<file path="src/rtl/avr_irq_pkg.sv">
// Shared types and constants for the AVR interrupt controller.
package avr_irq_pkg;

  typedef enum logic [1:0] {
    IDLE = 2'd0,
    REQ  = 2'd1,
    SVC  = 2'd2
  } irq_state_t;

  localparam logic [1:0] ADDR_IPEND = 2'd0;
  localparam logic [1:0] ADDR_IMASK = 2'd1;
  localparam logic [1:0] ADDR_IVEC  = 2'd2;
  localparam logic [1:0] ADDR_ICTL  = 2'd3;

  localparam int GIE_BIT = 7;

endpackage

</file>
<file path="src/rtl/avr_irq_ctrl_if.sv">
// I/O bus and CPU request/ack/reti signals of the interrupt controller.
interface avr_irq_ctrl_if;
  // I/O bus: a write happens when io_we & ~io_re. A read is combinational on
  // io_re. The core takes a request by pulsing cpu_ack for one cycle while
  // cpu_irq=1, and pulses cpu_reti for one cycle when its handler returns.
  logic       io_re;
  logic       io_we;
  logic [1:0] io_a;
  logic [7:0] io_di;
  logic [7:0] io_do;
  logic       cpu_irq;
  logic [2:0] cpu_vector;
  logic       cpu_ack;
  logic       cpu_reti;

  modport master (
    output io_re, io_we, io_a, io_di, cpu_ack, cpu_reti,
    input  io_do, cpu_irq, cpu_vector
  );

  modport slave (
    input  io_re, io_we, io_a, io_di, cpu_ack, cpu_reti,
    output io_do, cpu_irq, cpu_vector
  );
endinterface

</file>
<file path="src/rtl/avr_irq_prio.sv">
// Combinational priority encoder: lowest set index wins.
module avr_irq_prio #(
  parameter int N_IRQ = 8
) (
  input  logic [N_IRQ-1:0] req,
  output logic             any,
  output logic [2:0]       index
);

  always_comb begin
    any   = |req;
    index = 3'd0;
    for (int i = N_IRQ - 1; i >= 0; i--) begin
      if (req[i]) index = 3'(i);
    end
  end

endmodule

</file>
<file path="src/rtl/avr_irq_ctrl.sv">
// AVR I/O-bus interrupt controller: pending latch, mask, priority, CPU handshake.
// Optional AVR_IRQCTL_EDGE_EN adds per-source edge-sensitive pending (ICTL[N_IRQ-1:0]).
module avr_irq_ctrl
  import avr_irq_pkg::*;
#(
  parameter int N_IRQ = 8
) (
  input  logic             clk,
  input  logic             rst,
  avr_irq_ctrl_if.slave    bus,
  input  logic [N_IRQ-1:0] irq_in,
  output irq_state_t       state_dbg
);

  irq_state_t       state, state_nxt;
  logic [N_IRQ-1:0] ipend, ipend_nxt, imask;
  logic [N_IRQ-1:0] pend_set, pend_clr, active;
  logic             gie;
  logic [2:0]       vector_q;
  logic             vec_load;
  logic             act_any;
  logic [2:0]       win_idx;

  logic wr, wr_ipend, wr_imask, wr_ictl, gie_clr, ack_take;

  assign wr       = bus.io_we & ~bus.io_re;
  assign wr_ipend = wr && (bus.io_a == ADDR_IPEND);
  assign wr_imask = wr && (bus.io_a == ADDR_IMASK);
  assign wr_ictl  = wr && (bus.io_a == ADDR_ICTL);
  assign gie_clr  = wr_ictl & ~bus.io_di[GIE_BIT];
  assign ack_take = (state == REQ) & bus.cpu_ack;

  assign active = ipend & imask & {N_IRQ{gie}};

  avr_irq_prio #(.N_IRQ(N_IRQ)) u_prio (
    .req   (active),
    .any   (act_any),
    .index (win_idx)
  );

`ifdef AVR_IRQCTL_EDGE_EN
  // Bit 7 of ICTL is GIE, so it can never be an edge-select bit.
  localparam logic [7:0] EDGE_MASK8 = 8'h7F;
  logic [N_IRQ-1:0] edge_q, irq_q;

  always_ff @(posedge clk) begin
    if (rst) begin
      edge_q <= '0;
      irq_q  <= '0;
    end else begin
      irq_q <= irq_in;
      if (wr_ictl) edge_q <= bus.io_di[N_IRQ-1:0] & EDGE_MASK8[N_IRQ-1:0];
    end
  end

  assign pend_set = (irq_in & ~irq_q & edge_q) | (irq_in & ~edge_q);
`else
  assign pend_set = irq_in;
`endif

  // A source asserting in the same cycle as a clear keeps its pending bit.
  always_comb begin
    pend_clr = '0;
    if (wr_ipend) pend_clr = bus.io_di[N_IRQ-1:0];
    for (int i = 0; i < N_IRQ; i++) begin
      if (ack_take && (vector_q == 3'(i))) pend_clr[i] = 1'b1;
    end
    ipend_nxt = (ipend & ~pend_clr) | pend_set;
  end

  always_comb begin
    state_nxt = state;
    vec_load  = 1'b0;
    case (state)
      IDLE: if (act_any && !gie_clr) begin
        state_nxt = REQ;
        vec_load  = 1'b1;
      end
      REQ: begin
        if (bus.cpu_ack)  state_nxt = SVC;
        else if (gie_clr) state_nxt = IDLE;
      end
      SVC: if (bus.cpu_reti) state_nxt = IDLE;
      default: state_nxt = IDLE;
    endcase
  end

  always_ff @(posedge clk) begin
    if (rst) begin
      state    <= IDLE;
      ipend    <= '0;
      imask    <= '0;
      gie      <= 1'b0;
      vector_q <= 3'd0;
    end else begin
      state <= state_nxt;
      ipend <= ipend_nxt;
      if (wr_imask) imask    <= bus.io_di[N_IRQ-1:0];
      if (wr_ictl)  gie      <= bus.io_di[GIE_BIT];
      if (vec_load) vector_q <= win_idx;
    end
  end

  logic [7:0] ipend8, imask8, ivec8, ictl8;

  always_comb begin
    ipend8 = 8'h00;
    imask8 = 8'h00;
    ictl8  = 8'h00;
    ipend8[N_IRQ-1:0] = ipend;
    imask8[N_IRQ-1:0] = imask;
`ifdef AVR_IRQCTL_EDGE_EN
    ictl8[N_IRQ-1:0] = edge_q;
`endif
    ictl8[GIE_BIT] = gie;
    ivec8 = {(state == SVC), 4'b0000, vector_q};

    bus.io_do = 8'h00;
    if (bus.io_re) begin
      case (bus.io_a)
        ADDR_IPEND: bus.io_do = ipend8;
        ADDR_IMASK: bus.io_do = imask8;
        ADDR_IVEC:  bus.io_do = ivec8;
        default:    bus.io_do = ictl8;
      endcase
    end
  end

  assign bus.cpu_irq    = (state == REQ);
  assign bus.cpu_vector = vector_q;
  assign state_dbg      = state;

endmodule

</file>
<file path="src/flat_wrapper.sv">
// flat-port wrapper written by rule: the top's interface ports become plain ports
module avr_irq_ctrl_flat import avr_irq_pkg::*;
#(
  parameter int N_IRQ = 8
)
  (clk, rst, irq_in, state_dbg, bus_io_re, bus_io_we, bus_io_a, bus_io_di, bus_cpu_ack, bus_cpu_reti, bus_io_do, bus_cpu_irq, bus_cpu_vector);
  avr_irq_ctrl_if bus_i ();
  input  logic clk;
  input  logic rst;
  input  logic [N_IRQ-1:0] irq_in;
  output irq_state_t state_dbg;
  input wire logic [$bits(bus_i.io_re)-1:0] bus_io_re;
  input wire logic [$bits(bus_i.io_we)-1:0] bus_io_we;
  input wire logic [$bits(bus_i.io_a)-1:0] bus_io_a;
  input wire logic [$bits(bus_i.io_di)-1:0] bus_io_di;
  input wire logic [$bits(bus_i.cpu_ack)-1:0] bus_cpu_ack;
  input wire logic [$bits(bus_i.cpu_reti)-1:0] bus_cpu_reti;
  output wire logic [$bits(bus_i.io_do)-1:0] bus_io_do;
  output wire logic [$bits(bus_i.cpu_irq)-1:0] bus_cpu_irq;
  output wire logic [$bits(bus_i.cpu_vector)-1:0] bus_cpu_vector;
  assign bus_i.io_re = bus_io_re;
  assign bus_i.io_we = bus_io_we;
  assign bus_i.io_a = bus_io_a;
  assign bus_i.io_di = bus_io_di;
  assign bus_i.cpu_ack = bus_cpu_ack;
  assign bus_i.cpu_reti = bus_cpu_reti;
  assign bus_io_do = bus_i.io_do;
  assign bus_cpu_irq = bus_i.cpu_irq;
  assign bus_cpu_vector = bus_i.cpu_vector;
  avr_irq_ctrl #(.N_IRQ(N_IRQ)) u_core (.clk(clk), .rst(rst), .bus(bus_i), .irq_in(irq_in), .state_dbg(state_dbg));
endmodule
</file>
<file path="config.mk">
export PLATFORM = sky130hd
export DESIGN_NAME = avr_irq_ctrl_flat
export DESIGN_NICKNAME = d
export VERILOG_FILES = /design/src/rtl/avr_irq_pkg.sv /design/src/rtl/avr_irq_ctrl_if.sv /design/src/rtl/avr_irq_prio.sv /design/src/rtl/avr_irq_ctrl.sv /design/src/flat_wrapper.sv
export SDC_FILE = /design/constraint.sdc
export NUM_CORES = 1
export LEC_CHECK = 0
export BUFFER_PORTS_ARGS = -buffer_cell sky130_fd_sc_hd__buf_2
export CAP_MARGIN = 5
export CORE_MARGIN = 10
export CORE_UTILIZATION = 54
export CTS_CLUSTER_SIZE = 24
export DETAILED_ROUTE_END_ITERATION = 10
export MAX_ROUTING_LAYER = met4
export PLACE_DENSITY = 0.94
export SETUP_SLACK_MARGIN = 0.2
export SLEW_MARGIN = 15
export SYNTH_ARGS = -nofsm -noshare
export SYNTH_HDL_FRONTEND = slang
export SYNTH_SLANG_ARGS = --single-unit
</file>
<file path="constraint.sdc">
create_clock -name clk -period 4.2 [get_ports clk]
set_clock_uncertainty 0.15 [all_clocks]
set_input_delay 0 -clock clk [delete_from_list [all_inputs] [get_ports clk]]
set_output_delay 0 -clock clk [all_outputs]
set_load 0.02 [all_outputs]
</file>
* Word-level counts from Yosys, hierarchy flattened *
Cells that the tools add are included.

word-level totals
  register bits after elaboration = 22
  latch bits = 0
  memory bits (writable) = 0
  ROM bits = 0
  input port bits = 24
  output and inout bits = 14
  word-level logic and storage cells = 74
  memories kept = 0

cells by class
  add/sub/neg operators = 0
  multiply operators = 0
  div/mod/pow operators = 0
  magnitude comparators = 0
  equality and inequality tests = 15
  shift-type cells = 0
  mux-type cells = 26
  bitwise operators = 10
  reductions and logical operators = 18

operator list
  kind                  number
  $and A8 B8 Y8         3
  $mux W3               8
  $pmux W8 S3           1
  $mux W8               2
  $eq A3 B3 Y1 const B  4
  $logic_and A1 B1 Y1   12
  $mux W1               10
  $mux W2               4
  $not A8 Y8            1
  $or A8 B8 Y8          1
  $reduce_or A8 Y1      1
  $eq A2 B2 Y1 const B  3
  $eq A3 B2 Y1 const B  2
  $pmux W2 S3           1
  $eq A2 B1 Y1 const B  2
  $logic_not A2 Y1      2
  $and A1 B1 Y1         3
  $eq A3 B1 Y1 const B  1
  $logic_not A3 Y1      1
  $ne A3 B2 Y1 const B  1
  $reduce_and A3 Y1     1
  $ne A2 B1 Y1 const B  1
  $ne A2 B2 Y1 const B  1
  $not A1 Y1            2
  $logic_not A1 Y1      1

* Depth between registers and ports, before layout *
  depth after elaboration = 10
  depth in mapped cells = 5
  depth with buffers taken out = 4

* Modules after synthesis *
A second synthesis with hierarchy kept.

second synthesis, totals
  cell total of the unflattened synthesis = 149
  area total of the unflattened synthesis = 1,287.5 sq um

by module, submodules not included
  module        times used  cells each  area an instance (sq um)  sequential area each (sq um)
  avr_irq_ctrl  1           136         1,206.2                   440.4
  avr_irq_prio  1           13          81.3                      0.0

* Worst setup path before layout *
No wires, ideal clock.

  kind = register -> register
  from = register u_core.state[0] (netlist: u_core.state_dbg[0])
  to = register u_core.state[0] (netlist: u_core.state_dbg[0])
  library setup time = 0.087 ns
  arrival = 1.383 ns
  required time = 3.963 ns
  setup slack = 2.581 ns
  stages on the path, launching flop included = 4
  buffers on the path = 0
  clock period less this slack = 1.619 ns
  path through = dfxtp_1 > nor2b_1 > o211ai_1 > a221oi_2

between the ends
  word-level cells in the longest chain between the ends = 3
  elaborated cells on any way between the ends = 8
  classes of those cells = 5 x eq/ne; 1 x mux; 2 x reduce/logical

ends and longest elaborated chain
  item                         RTL line            source
  start: declaration           avr_irq_ctrl.sv:15  irq_state_t state, state_nxt;
  start signal: assignment     avr_irq_ctrl.sv:96  state <= state_nxt;
  $eq A2 B1 Y1 *               --
  named net bus_cpu_irq        flat_wrapper.sv:19  output wire logic [$bits(bus_i.cpu_irq)-1:0] bus_cpu_irq;
  $ne A3 B2 Y1 (no line)       --
  $reduce_and A3 Y1 (no line)  --

The timed path passes the listed nets; every way through them passes the cells marked *.
A chain may end at the register's enable or synchronous reset.

* Worst setup path after layout *
  from = register u_core.state[0] (netlist: u_core.state_dbg[0])
  to = register u_core.ipend[2]

between the ends
  word-level cells in the longest chain between the ends = 7

ends and longest elaborated chain
  item                    RTL line            source
  $eq A2 B1 Y1            avr_irq_ctrl.sv:31  assign ack_take = (state == REQ) & bus.cpu_ack;
  $and A1 B1 Y1           avr_irq_ctrl.sv:31
  $logic_and A1 B1 Y1     avr_irq_ctrl.sv:66  if (ack_take && (vector_q == 3'(i))) pend_clr[i] = 1'b1;
  $mux W1                 avr_irq_ctrl.sv:66
  $not A8 Y8              avr_irq_ctrl.sv:68  ipend_nxt = (ipend & ~pend_clr) | pend_set;
  $and A8 B8 Y8           avr_irq_ctrl.sv:68
  $or A8 B8 Y8            avr_irq_ctrl.sv:68
  end signal: assignment  avr_irq_ctrl.sv:97  ipend <= ipend_nxt;
  end: declaration        avr_irq_ctrl.sv:16  logic [N_IRQ-1:0] ipend, ipend_nxt, imask;

Every way passes these cells.

==> results.md <==
- In this run the power density over the cells is 251 nW/um2.
- The peak supply drop is about 0.25 mV.
- The pre-CTS setup slack is 2.23 ns.
- The highest achievable clock rate is 297 MHz.
- The maximum number of pins on one net before global-route repair is 22.
- The number of setup violations in the final report is 0.
- Summed over all failing endpoints, the final setup total negative slack is 0 ns.
- The area growth from synthesis to final layout is 54.2%.
- In the routed design, unresolved DRC markers number 0.
- For this block, the initial DRC count from the detailed router was roughly 290.
- Once placement finished, the instance area stood at 1470 um2.
- In this run, synthesis inferred 0 flip-flops with an integrated enable.
- The clock latency at the later pin of the worst-skew pair is between 0.3 and 0.4 ns.
- The count of different cell masters after synthesis is 36.
- On the critical path, the stage with the largest delay is an instance of nor4bb_1.
- Measured on the finished design, the core utilization comes to approximately nine tenths.
- The pre-antenna-repair detailed-routing pass consisted of 9 iterations.
- With fillers left out, the area of the finished cells amounts to between 1500 and 2000 um2.
- The number of setup buffers added after CTS is 0.
- The number of primary I/O pins is 38.
- The clock drives 22 sinks.
- The post-CTS clock slew at the launch and capture registers of the worst setup and hold paths is between 0.15 and 0.2 ns.
- The final count of pins violating max slew came to 0.
- The average instance in the mapped netlist occupies 8.76 um2.
- The worst path required time is between 4 and 5 ns.
- The biggest area contributor in the post-synthesis netlist is dfxtp_1.
- The longest clock path from root to sink contains 2 buffers.
- The initial antenna violation count is 0.
- The detailed router placed approximately 1.7k vias in this run.
- The count of final hold-check violations came to 0.
- The largest single stage delay on the critical path is 0.98 ns.
- The actual transition at the worst max-transition pin is 1.11 ns.
- The detail route stage leaves a number of antenna-violating nets equal to 0.
- The via count of the first global-routing pass is approximately 1.7k.
- The mapped cell area is 1290 um2.
- The post-placement cell count is 206.
- Buffers placed on the I/O ports in this run total 37.
- The critical setup path kind is reg -> reg.
- The total congestion overflow after global routing is 0.
- Buffers inserted to repair hold after CTS numbered 46.
- The maximum net fanout on the critical path is 7.
- The fill cell instance count of the final layout is about 90.
- The post-CTS resize count is 0.
- The endpoint class of the critical path is a flip-flop.
- Walking the worst path, the cells encountered are nor4bb_1 -> nand2_1 -> a31oi_1 -> dlygate4sd3_1 -> nor2_1 -> dlygate4sd3_1.
- Ranked by total cell area, the synthesized netlist is headed by dfxtp_1 34%, mux2i_1 12%, nor2_1 7.6%.
- The tree is rooted in a clkbuf_4.
- The ratio of routed vias to standard cells is a little under 7.
- The minimum setup slack in the final design is 0.834 ns.
- The static leakage is just under 0.0009 uW.
- The floorplan has 17 rows.
- In this run the vertical extent of the chip is 68.8 um.
- The number of buffers inserted during clock tree synthesis is 3.
- Of the available clock period, the critical path in the final layout requires around four fifths.
- The region available for standard cell placement spans 2230 um2.
- The number of nets in the final layout is between 200 and 300.
- Counting I/O delays and the setup requirement, the final critical path takes approximately 3.4 ns.
- TritonCTS built the clock tree.
- The most numerous cell type found on the critical path is dlygate4sd3_1.
- The die footprint is about 4700 um2.
- Synthesis handed over a netlist of between 100 and 150 instances.
- The total of warnings raised by yosys is 0.
- Among all flip-flop cells after synthesis, the most frequent one is dfxtp_1.
- Setup repair after global routing left no endpoint under its margin.
- The total inserted antenna cells is 0.
- Once the floorplan was initialized, standard cells occupied a little under 60% of the core.
- The most used standard cell by instance count after synthesis is nor2_1.
- The final weighted congestion in routability-driven placement is around 0.87.
- The flow ran to the end, and the final reports show no timing, DRC or antenna violations.
- For this run, the register share of the synthesized area comes to between 30% and 40%.
- The fraction of layout cells with a size suffix above 1 is between 20% and 30%.
- Global routing used between 20% and 30% of the available tracks.
- The die is roughly 70 um wide.
- In the final routed layout, each cell accounts on average for about 23 um.
- The count of placed standard cells in the final layout, fillers left out is 256.
- The type of element launching the critical path is a flip-flop.
- The path class of the lowest-slack min-delay path is in -> reg.
- Max-cap violations in this run came to 0.
- The depth of the CTS H-tree is 1.
- Counting every net in the synthesized netlist gives between 150 and 200.
- The total length of routed wires is about 6 mm.
- The post-synthesis async set-or-reset flop share is 0%.
- STA puts the critical path data arrival time at 3.44 ns.
- The global-route wire length before repair is just over 9 mm.
- The synthesized design devotes to its leading area cell type about 34% of total area.
- Counting flops and latches in the post-synthesis netlist gives 22.
- The commonest cells after synthesis are 26 x nor2_1, 23 x nand2_1, 22 x dfxtp_1.
- The wire-length estimate of the detail-placed layout is between 2 and 3 mm.
- The headroom to the max-slew limit is around a quarter.
## logic make-up after synthesis
family | after synthesis | share of synthesized area [%]
AOI/OAI and AO/OA | 30 | 20.0
and+or+nand+nor | 70 | 28.3
DFF | 22 | 34.2
muxes | 17 | 14.2
buffers and inverters | 8 | 3.30
## metal layers
layer / part of all wire (%) / track usage (%)
met5: 0 / -
met1: 32 / 29.8
met3: 12 / 5.31
met2: 48 / 44.6
met4: 8.0 / 16.3
## path summary, 6_finish.rpt
kind / cells past startpoint / to / start / slack [ns]
hold / removal: 4 / u_core.state_dbg[0] / bus_io_we / 0.14
setup reg to reg: 6 / u_core.ipend[2] / u_core.state_dbg[0] / 0.83
hold reg to reg: 2 / u_core.bus.cpu_vector[0] / u_core.bus.cpu_vector[0] / 0.47
setup / recovery: 6 / u_core.ipend[2] / u_core.state_dbg[0] / 0.83
## where the power goes
part / total, uW / internal, uW / switching (uW) / leakage (uW)
clock: 177 / 96.7 / 79.9 / 0.0000279
combinational: 94.8 / 50.8 / 44.1 / 0.000668
sequential: 227 / 216 / 11.1 / 0.000180
total: 499 / 364 / 135 / 0.000876
## cell type report
type                       count  area (um2)  share of cell area, %
clock buffer                   3        22.5                   1.13
clock inverter                 1        30.0                   1.51
inverter                       2        7.51                  0.378
multi-input combinational    117         805                   40.5
sequential                    22         440                   22.2
tap                           28        35.0                   1.76
timing repair buffer          83         646                   32.5
## critical path: cells and delay by family (launching register included)
family	cells	cell delay (ns)
compound gates	1	0.26
buf+inv	2	1.16
flops	1	0.49
simple gates	3	1.19
## registers in the layout (all words and copies together), names as in the netlist
name	count
u_core.bus.cpu_vector	3
u_core.gie	1
u_core.imask	8
u_core.ipend	8
u_core.state_dbg	2
## cell usage in the layout, fill, tap and decap left out, drive strengths merged
master / count
a221o: 1
a221oi: 1
a222oi: 1
a22o: 4
a22oi: 1
a31oi: 8
a32o: 1
and2: 4
and4b: 1
and4bb: 1
buf: 37
bufinv: 1
clkbuf: 3
dfxtp: 22
dlygate4sd3: 46
inv: 2
mux2i: 16
mux4: 1
nand2: 23
nand3: 3
nand4: 2
nand4b: 1
nor2: 26
nor2b: 5
nor4b: 1
nor4bb: 1
o211ai: 3
o21ai: 7
o221a: 1
o31ai: 1
o41ai: 1
or2: 1
or2b: 1
## through the flow
step           hold slack [ns]  power, uW
2_1_floorplan          -0.0323        260
3_3_place_gp            0.0539        280
3_5_place_dp            0.0701        284
4_1_cts                  0.136        477
5_1_grt                  0.156        505
6_report                 0.138        499
Note: power is estimated with default switching activity, not from simulation.
